### src/rtl/wb_timer.sv
// rtl/wb_timer.sv - Wishbone-attached prescaled countdown timer with level interrupt
//
// Ports:
//   sys_clk, sys_rst            : clock (rising edge) and asynchronous active-high reset
//   wb_cyc, wb_stb, wb_we       : Wishbone cycle, strobe, write enable
//   wb_tag                      : cycle tag, ignored
//   wb_sel, wb_adr, wb_mosi     : byte selects, byte address (adr[4:2] decoded), write data
//   wb_miso, wb_ack, wb_err     : registered read data and one-cycle response
//   irq                         : registered level interrupt (EXPIRED & IRQEN)
module wb_timer #(
    parameter int ADDR_WIDTH = 32,
    parameter int TAG_WIDTH  = 3
) (
    input  logic                  sys_clk,
    input  logic                  sys_rst,
    input  logic                  wb_cyc,
    input  logic                  wb_stb,
    input  logic                  wb_we,
    input  logic [TAG_WIDTH-1:0]  wb_tag,
    input  logic [3:0]            wb_sel,
    input  logic [ADDR_WIDTH-1:0] wb_adr,
    input  logic [31:0]           wb_mosi,
    output logic [31:0]           wb_miso,
    output logic                  wb_ack,
    output logic                  wb_err,
    output logic                  irq
);
    localparam logic [2:0] OFS_CTRL     = 3'd0;
    localparam logic [2:0] OFS_PRESCALE = 3'd1;
    localparam logic [2:0] OFS_RELOAD   = 3'd2;
    localparam logic [2:0] OFS_COUNT    = 3'd3;
    localparam logic [2:0] OFS_STATUS   = 3'd4;

    // ctrl bits: [0] EN, [1] AUTO, [2] IRQEN
    logic [2:0]  ctrl_q, ctrl_d;
    logic [15:0] prescale_q, prescale_d;
    logic [31:0] reload_q, reload_d;
    logic [31:0] count_q, count_d;
    logic        expired_q, expired_d;
    logic [15:0] pcnt_q, pcnt_d;
    logic        ack_q, ack_d;
    logic        err_q, err_d;
    logic [31:0] miso_q, miso_d;
    logic        irq_q, irq_d;

    logic        req, bad_adr, wr_any;
    logic        wr_ctrl, wr_prescale, wr_reload, wr_count, wr_status;
    logic        tick, expire;
    logic [2:0]  idx;
    logic [31:0] cur_val, byte_mask, wr_val;

    logic unused_inputs;
    assign unused_inputs = ^{wb_tag, wb_adr};

    always_comb begin
        idx     = wb_adr[4:2];
        req     = wb_cyc & wb_stb & ~ack_q;
        bad_adr = (idx > OFS_STATUS);

        case (idx)
            OFS_CTRL:     cur_val = {29'd0, ctrl_q};
            OFS_PRESCALE: cur_val = {16'd0, prescale_q};
            OFS_RELOAD:   cur_val = reload_q;
            OFS_COUNT:    cur_val = count_q;
            OFS_STATUS:   cur_val = {31'd0, expired_q};
            default:      cur_val = 32'd0;
        endcase

        byte_mask = {{8{wb_sel[3]}}, {8{wb_sel[2]}}, {8{wb_sel[1]}}, {8{wb_sel[0]}}};
        wr_val    = (cur_val & ~byte_mask) | (wb_mosi & byte_mask);

        // A write with no byte lanes selected is acknowledged but touches nothing,
        // including the prescaler restart.
        wr_any      = req & wb_we & ~bad_adr & (|wb_sel);
        wr_ctrl     = wr_any & (idx == OFS_CTRL);
        wr_prescale = wr_any & (idx == OFS_PRESCALE);
        wr_reload   = wr_any & (idx == OFS_RELOAD);
        wr_count    = wr_any & (idx == OFS_COUNT);
        wr_status   = wr_any & (idx == OFS_STATUS);

        tick   = ctrl_q[0] & (pcnt_q == prescale_q);
        // A COUNT write on the tick cycle swallows that tick entirely.
        expire = tick & ~wr_count & (count_q == 32'd0);

        ctrl_d     = ctrl_q;
        prescale_d = prescale_q;
        reload_d   = reload_q;
        count_d    = count_q;
        expired_d  = expired_q;

        if (tick && !wr_count) begin
            if (count_q != 32'd0) begin
                count_d = count_q - 32'd1;
            end else begin
                expired_d = 1'b1;
                if (ctrl_q[1]) begin
                    count_d = reload_q;
                end else begin
                    ctrl_d[0] = 1'b0;
                end
            end
        end

        // Bus writes are applied after the timer so an explicit write wins.
        if (wr_ctrl && wb_sel[0]) begin
            ctrl_d = wb_mosi[2:0];
        end
        if (wr_prescale) begin
            prescale_d = wr_val[15:0];
        end
        if (wr_reload) begin
            reload_d = wr_val;
        end
        if (wr_count) begin
            count_d = wr_val;
        end
        // W1C loses against a simultaneous expiry.
        if (wr_status && wb_sel[0] && wb_mosi[0] && !expire) begin
            expired_d = 1'b0;
        end

        if (wr_ctrl || wr_prescale || !ctrl_q[0] || tick) begin
            pcnt_d = 16'd0;
        end else begin
            pcnt_d = pcnt_q + 16'd1;
        end

        ack_d  = req & ~bad_adr;
        err_d  = req & bad_adr;
        miso_d = (req && !wb_we && !bad_adr) ? cur_val : 32'd0;
        irq_d  = expired_q & ctrl_q[2];
    end

    always_ff @(posedge sys_clk or posedge sys_rst) begin
        if (sys_rst) begin
            ctrl_q     <= 3'd0;
            prescale_q <= 16'd0;
            reload_q   <= 32'd0;
            count_q    <= 32'd0;
            expired_q  <= 1'b0;
            pcnt_q     <= 16'd0;
            ack_q      <= 1'b0;
            err_q      <= 1'b0;
            miso_q     <= 32'd0;
            irq_q      <= 1'b0;
        end else begin
            ctrl_q     <= ctrl_d;
            prescale_q <= prescale_d;
            reload_q   <= reload_d;
            count_q    <= count_d;
            expired_q  <= expired_d;
            pcnt_q     <= pcnt_d;
            ack_q      <= ack_d;
            err_q      <= err_d;
            miso_q     <= miso_d;
            irq_q      <= irq_d;
        end
    end

    assign wb_ack  = ack_q;
    assign wb_err  = err_q;
    assign wb_miso = miso_q;
    assign irq     = irq_q;

endmodule

### config.mk
export PLATFORM = sky130hd
export DESIGN_NAME = wb_timer
export DESIGN_NICKNAME = d
export VERILOG_FILES = /design/src/rtl/wb_timer.sv
export SDC_FILE = /design/constraint.sdc
export NUM_CORES = 1
export LEC_CHECK = 0
export ABC_AREA = 1
export BUFFER_PORTS_ARGS = -buffer_cell sky130_fd_sc_hd__buf_4
export CORE_MARGIN = 3
export CORE_UTILIZATION = 39
export DETAILED_ROUTE_END_ITERATION = 16
export GPL_ROUTABILITY_DRIVEN = 0
export GPL_TIMING_DRIVEN = 0
export PLACE_DENSITY_LB_ADDON = 0.12
export SYNTH_ARGS = -nofsm -noshare
export SYNTH_HDL_FRONTEND = slang
export SYNTH_SLANG_ARGS = --single-unit
### constraint.sdc
create_clock -name sys_clk -period 10.8 [get_ports sys_clk]
set_input_delay 0 -clock sys_clk [delete_from_list [all_inputs] [get_ports sys_clk]]
set_output_delay 0 -clock sys_clk [all_outputs]
set_load 0.05 [all_outputs]
## Word level (Yosys, flattened, before mapping)

Cells that the tools add are included.

| cells by class | value |
|---|---|
| bitwise gates (word level) | 23 |
| equal/unequal tests | 8 |
| reductions and logical operators | 26 |
| magnitude comparators | 1 |
| add/subtract/negate cells | 2 |
| multiplexer cells | 14 |

Operator list:

| cell | number |
|---|---|
| 2-to-1 mux 32 bit | 5 |
| one-hot mux 32 bit (5 select lines) | 1 |
| bitwise AND 32 bit | 2 |
| logical NOT 32 bit | 1 |
| inverter 32 bit | 1 |
| OR 32 bit | 1 |
| nonzero test 32 bit | 1 |
| subtractor 32 x 1 -> 32 bit (second input constant) | 1 |
| adder 16 x 1 -> 16 bit (second input constant) | 1 |
| bitwise AND 1 bit | 16 |
| equality test 16 bit | 1 |
| 2-to-1 mux 16 bit | 1 |
| logical AND 1 bit | 7 |
| 2-to-1 mux 1 bit | 7 |
| equality test 3 x 2 -> 1 bit (second input constant) | 2 |
| != test 2 x 1 -> 1 bit (second input constant) | 3 |
| nonzero test 2 bit | 3 |
| logical NOT 1 bit | 5 |
| AND reduction 2 bit | 2 |
| OR reduction 4 bit | 1 |
| equality test 3 x 1 -> 1 bit (second input constant) | 1 |
| equality test 3 bit (second input constant) | 1 |
| > comparator 3 bit (second input constant) | 1 |
| logical NOT 3 bit | 1 |
| other kinds (4) | 8 |

| word-level totals | value |
|---|---|
| word-level logic and storage cells | 85 |
| input port bits | 76 |
| bits in registers | 135 |
| output and inout bits | 35 |

## Depth between registers and ports, before layout

| logic depth | value |
|---|---|
| word-level depth | 13 |
| mapped depth | 14 |

## Worst setup path before layout

Ideal clock, no wire load.

| path | value |
|---|---|
| path kind | flip-flop to flip-flop |
| from | reg ack_q, in the netlist wb_ack |
| to | reg count_q[3] |
| slack | 8.965 ns |
| buffers on the path | 2 |
| clock period less this slack | 1.835 ns |
| arrival | 1.718 ns |
| cell stages (with the launch flop) | 10 |
| data required time | 10.684 ns |
| cell sequence | dfrtp_1 > nand3b_1 > nor2_4 > nand3_4 > buf_2 > buf_4 > nand3_1 > nand3_1 > nand2_1 > nand2_1 |

| between the ends | value |
|---|---|
| cells in the longest elaborated chain, start to end | 10 |
| elaborated cells on any way between the ends | 12 |

Ends and longest elaborated chain:

| what | line | text |
|---|---|---|
| start: declaration | 41 | `logic ack_q, ack_d;` |
| start signal: assignment | 153 | `ack_q <= ack_d;` |
| inverter 1 bit * | 57 | `req = wb_cyc & wb_stb & ~ack_q;` |
| bitwise AND 1 bit * | 57 |  |
| bitwise AND 1 bit * (3 in series) | 74 | `wr_any = req & wb_we & ~bad_adr & (\|wb_sel);` |
| bitwise AND 1 bit * | 78 | `wr_count = wr_any & (idx == OFS_COUNT);` |
| logical NOT 1 bit | 91 | `if (tick && !wr_count) begin` |
| logical AND 1 bit | 91 |  |
| nonzero test 2 bit (no source line) | -- |  |
| AND reduction 2 bit (no source line) | -- |  |
| end signal: assignment | 150 | `count_q <= count_d;` |
| end: declaration | 38 | `logic [31:0] count_q, count_d;` |

Every way passes the cells marked *; elsewhere a longest branch is shown, timed or not.
A chain may end at the register's enable or synchronous reset.

## Final worst setup path

| path | value |
|---|---|
| from | reg ack_q, in the netlist wb_ack |
| to | reg reload_q[29] |

| between the ends | value |
|---|---|
| cells in the longest elaborated chain, start to end | 6 |

Ends and longest elaborated chain:

| what | line | text |
|---|---|---|
| inverter 1 bit | 57 |  |
| bitwise AND 1 bit | 57 |  |
| bitwise AND 1 bit (3 in series) | 74 |  |
| bitwise AND 1 bit | 77 | `wr_reload = wr_any & (idx == OFS_RELOAD);` |
| end signal: assignment | 149 | `reload_q <= reload_d;` |
| end: declaration | 37 | `logic [31:0] reload_q, reload_d;` |

No other way between the ends.

==> impl_results.md <==
- Final count of pins violating max slew: 0
- Starting density of the core: 0.3991
- DRC Markers: 0
- Die Outline Area: 23450 sq um
- Cell variety after synth: 35
- Buffer depth of the longest clock path: 2
- Placement-stage worst setup slack: 8.589 ns
- Kind of end point of the critical path: flop
- Headroom to the max-slew limit: 0.5387
- Remaining antenna violation count after routing: 0
- Post-synthesis instance area: 8442 sq um
- Uppermost metal layer occupied by signal nets: met4
- Layout-stage area growth over the synthesis result: 23.05%
- RSZ-0062 raised after global routing: false
- Port Buf Inserts: 76
- Worst IR drop on VDD: 0.1283 mV
- CP Class: flop to flop
- Initial antenna violation count: 0
- Die span in x: 153.1 microns
- Net count after synthesis: 1358
- Top-area cell type share of the netlist area: 0.4002
- Min setup slack post-route: 8.247 ns
- Top library cells by usage in the layout, fill and taps aside: nand2_1 (541), dfrtp_1 (135), inv_1 (134)
- Wire length per cell after detailed routing: 16.11 microns
- Area share of fa/ha/maj cells after synthesis: 0.004446
- Wl on met1: 13.83 mm
- Ant. Diodes: 0
- All-Layer GR Usage: 0.2343
- DP Cell Count: 1631
- Sequential cell area fraction in the yosys report: 0.4002
- Count of endpoints failing setup in the final report: 0
- Worst Hold Slack: -0.002741 ns
- Max Fanout on Critical Path: 10
- Count of maximum capacitance violations: 0
- Data required time of the critical path: 11.09 ns
- Worst reg2reg setup slack: 8.25 ns
- Largest clock skew in the final design: 0.008179 ns
- Leakage power of the design: 5.507 nW
- Status: complete, but fails checks
- Net count reported at finish: 1489
- Failing checks: negative hold slack
- Highest Clock Rate: 391.7 MHz
- Mean post-synth cell area: 6.600 sq um
- Amount of wire on met3 after detailed routing: 1.805 mm
- Clock transition time at the flip-flop clock pins of the worst setup and hold paths: 0.06 ns
- # rows: 53
- Depth of the worst register-to-register path: 7
- Post-synth EDFFs: 0
- Pin count of the biggest net entering global routing: 87
- Estimated wirelength of the detail-placed design: 20.52 mm
- Prevailing post-synth register cell: dfrtp_1
- CTS root buffer: clkbuf_16
- Total Negative Setup Slacks: 0 ns
- Overall die height: 153.1 microns
- Number of levels in the clock H-tree: 4
- Hold worst-path end: reload_q[18]
- Area share of xor/xnor cells in the synthesized design: 0.01349
- Clock latency of the later-clocked register in the worst-skew pair: 0.44 ns
- Multiplexer share of the synthesized area: 0
- Critical hold path startpoint: wb_sel[2]
- Share of synthesized flip-flops with an asynchronous set or reset: 1.000
- Fin crit share: 0.2364
- Combinational family with the most area after synthesis: simple AND/OR/NAND/NOR gates
- Post-CTS setup buffer count: 0
- Final Instance Count excl. Fillers: 1698
- CTS sink cnt: 135
- Wire length of the first global-routing pass: 43.82 mm
- Routed met2 length: 11.40 mm
- Path type of the worst min-delay path: input port to flop
- Library cell occupying the most area in the post-synthesis netlist: dfrtp_1
- Global route total overflow: 0
- Area fraction in and, or, nand and nor cells after synthesis: 0.4171
- Number of cells on the worst hold path: 5
- Capture point of the worst reg-to-reg path: reload_q[29]
- Number of vias in the routed layout: 8548
- Final Hold Viols: 1
- Core Region: 21150 sq um
- Post-synthesis register bit count: 135
- Category of the worst setup path launch point: flop
- Number of synthesis warnings: 0
- TritonRoute pass-1 iters: 5
- DR vias/cell: 5.034
- Post-route minimum period: 2.553 ns
- Fraction of the mapped netlist area in compound gates: 0.07781
- Post-detailed-routing wire length: 27.36 mm
- Largest cells by area after synthesis: dfrtp_1 (40%), nand2_1 (24%), inv_1 (6.0%)
- Io pins: 111
- Cell count after synthesis: 1279
- Starting DRT DRC Count: 725
- Number of global-route vias before repair: 8021
- Number of buffers created by CTS: 17
- Fraction of layout cells with a size suffix above 1: 0.1335
- Worst path arrival time: 2.84 ns
- Most common cell after layout, fill and taps aside: nand2_1
- Transition time at the pin with the least slew margin: 0.6919 ns
- Launching point of the worst reg2reg path: wb_ack
- Power Dens Cells: 207.6 nW/um^2
- Clock tree from TritonCTS: built
## flip-flops by register name, indices dropped and copies added (netlist names)
name        flops
count_q        32
ctrl_q          3
expired_q       1
irq             1
pcnt_q         16
prescale_q     16
reload_q       32
wb_ack          1
wb_err          1
wb_miso        32
## worst max-delay path by stage
stage,startpoint,to,slack (ns),cells after the start
finish,wb_ack,reload_q[29],8.25,7
global route,wb_ack,reload_q[24],8.05,7
CTS,wb_ack,reload_q[24],8.21,7
detailed placement,count_q[0],count_q[14],8.59,13
global placement,sys_rst,wb_miso[19],5.24,2
floorplan,sys_rst,count_q[0],7.19,1
## metrics by stage
| step | util | area, sq um | power [W] |
|---|---|---|---|
| 6_report | 0.4910 | 10390 | 0.002156 |
| 5_1_grt | 0.4910 | 10390 | 0.002306 |
| 4_1_cts | 0.4910 | 10390 | 0.002154 |
| 3_5_place_dp | 0.4438 | 9389 | 0.001489 |
| 3_3_place_gp | 0.4423 | 9356 | 0.001481 |
| 2_1_floorplan | - | 8442 | 0.001276 |
## per-layer routing
layer  global-route usage  up-vias
li1                     -     4274
met1               0.3705     3958
met2               0.3321      291
met3              0.03964       25
met4              0.05388        0
met5                    0        -
## repair_timing
item / CTS / global route
hold endpoints to repair: 89 / 0
hold buffers: 35 / 0
resized for setup: 0 / 0
## power by group
group	internal (W)	total [W]	leakage [nW]	switching [W]
clock	0.000411	0.000650	0.316	0.000238
combinational	0.000264	0.000781	3.44	0.000517
sequential	0.000603	0.000725	1.75	0.000122
## cells in the mapped netlist (2+ instances only)
cell type / instances
nor2_1: 127
nand3b_1: 2
nand4_1: 26
nor2_4: 5
ha_1: 3
or2_2: 14
nand2_2: 5
clkbuf_1: 13
nor2_2: 13
xor2_1: 12
buf_2: 17
nand2_1: 541
nor3_2: 2
inv_1: 135
nand3_2: 5
a31oi_1: 5
dfrtp_1: 135
buf_4: 6
buf_6: 2
o21ai_0: 64
nor3b_1: 4
nor3_1: 9
nand3_1: 82
a21oi_1: 6
inv_2: 7
o22ai_1: 19
o211ai_1: 12
## worst max-delay path, cell delays in order, from the launching register on
cell	delay [ns]
dfrtp_1	0.37
nand3b_1	0.17
dlygate4sd3_1	0.61
nor2_4	0.19
nand2_2	0.13
nor2_4	0.22
clkbuf_1	0.56
o21ai_0	0.16
## logic make-up after synthesis
group / Yosys count
AND/OR/NAND/NOR: 837
buffers and inverters: 180
flip-flops: 135
AO/OA/AOI/OAI: 111
XOR/XNOR: 13
adder cells (fa/ha/maj): 3
## final cells by class
class                   count  area [sq um]
fillers                  2190         10770
multi-input cells         964          4329
repair buffers            112         948.4
flip-flops and latches    135          3378
clock inverters            11         167.7
plain buffers              38         201.4
clock buffers              21         480.5
well taps                 275         344.1
inverters                 142         538.0
(Power assumes the default switching activity.)
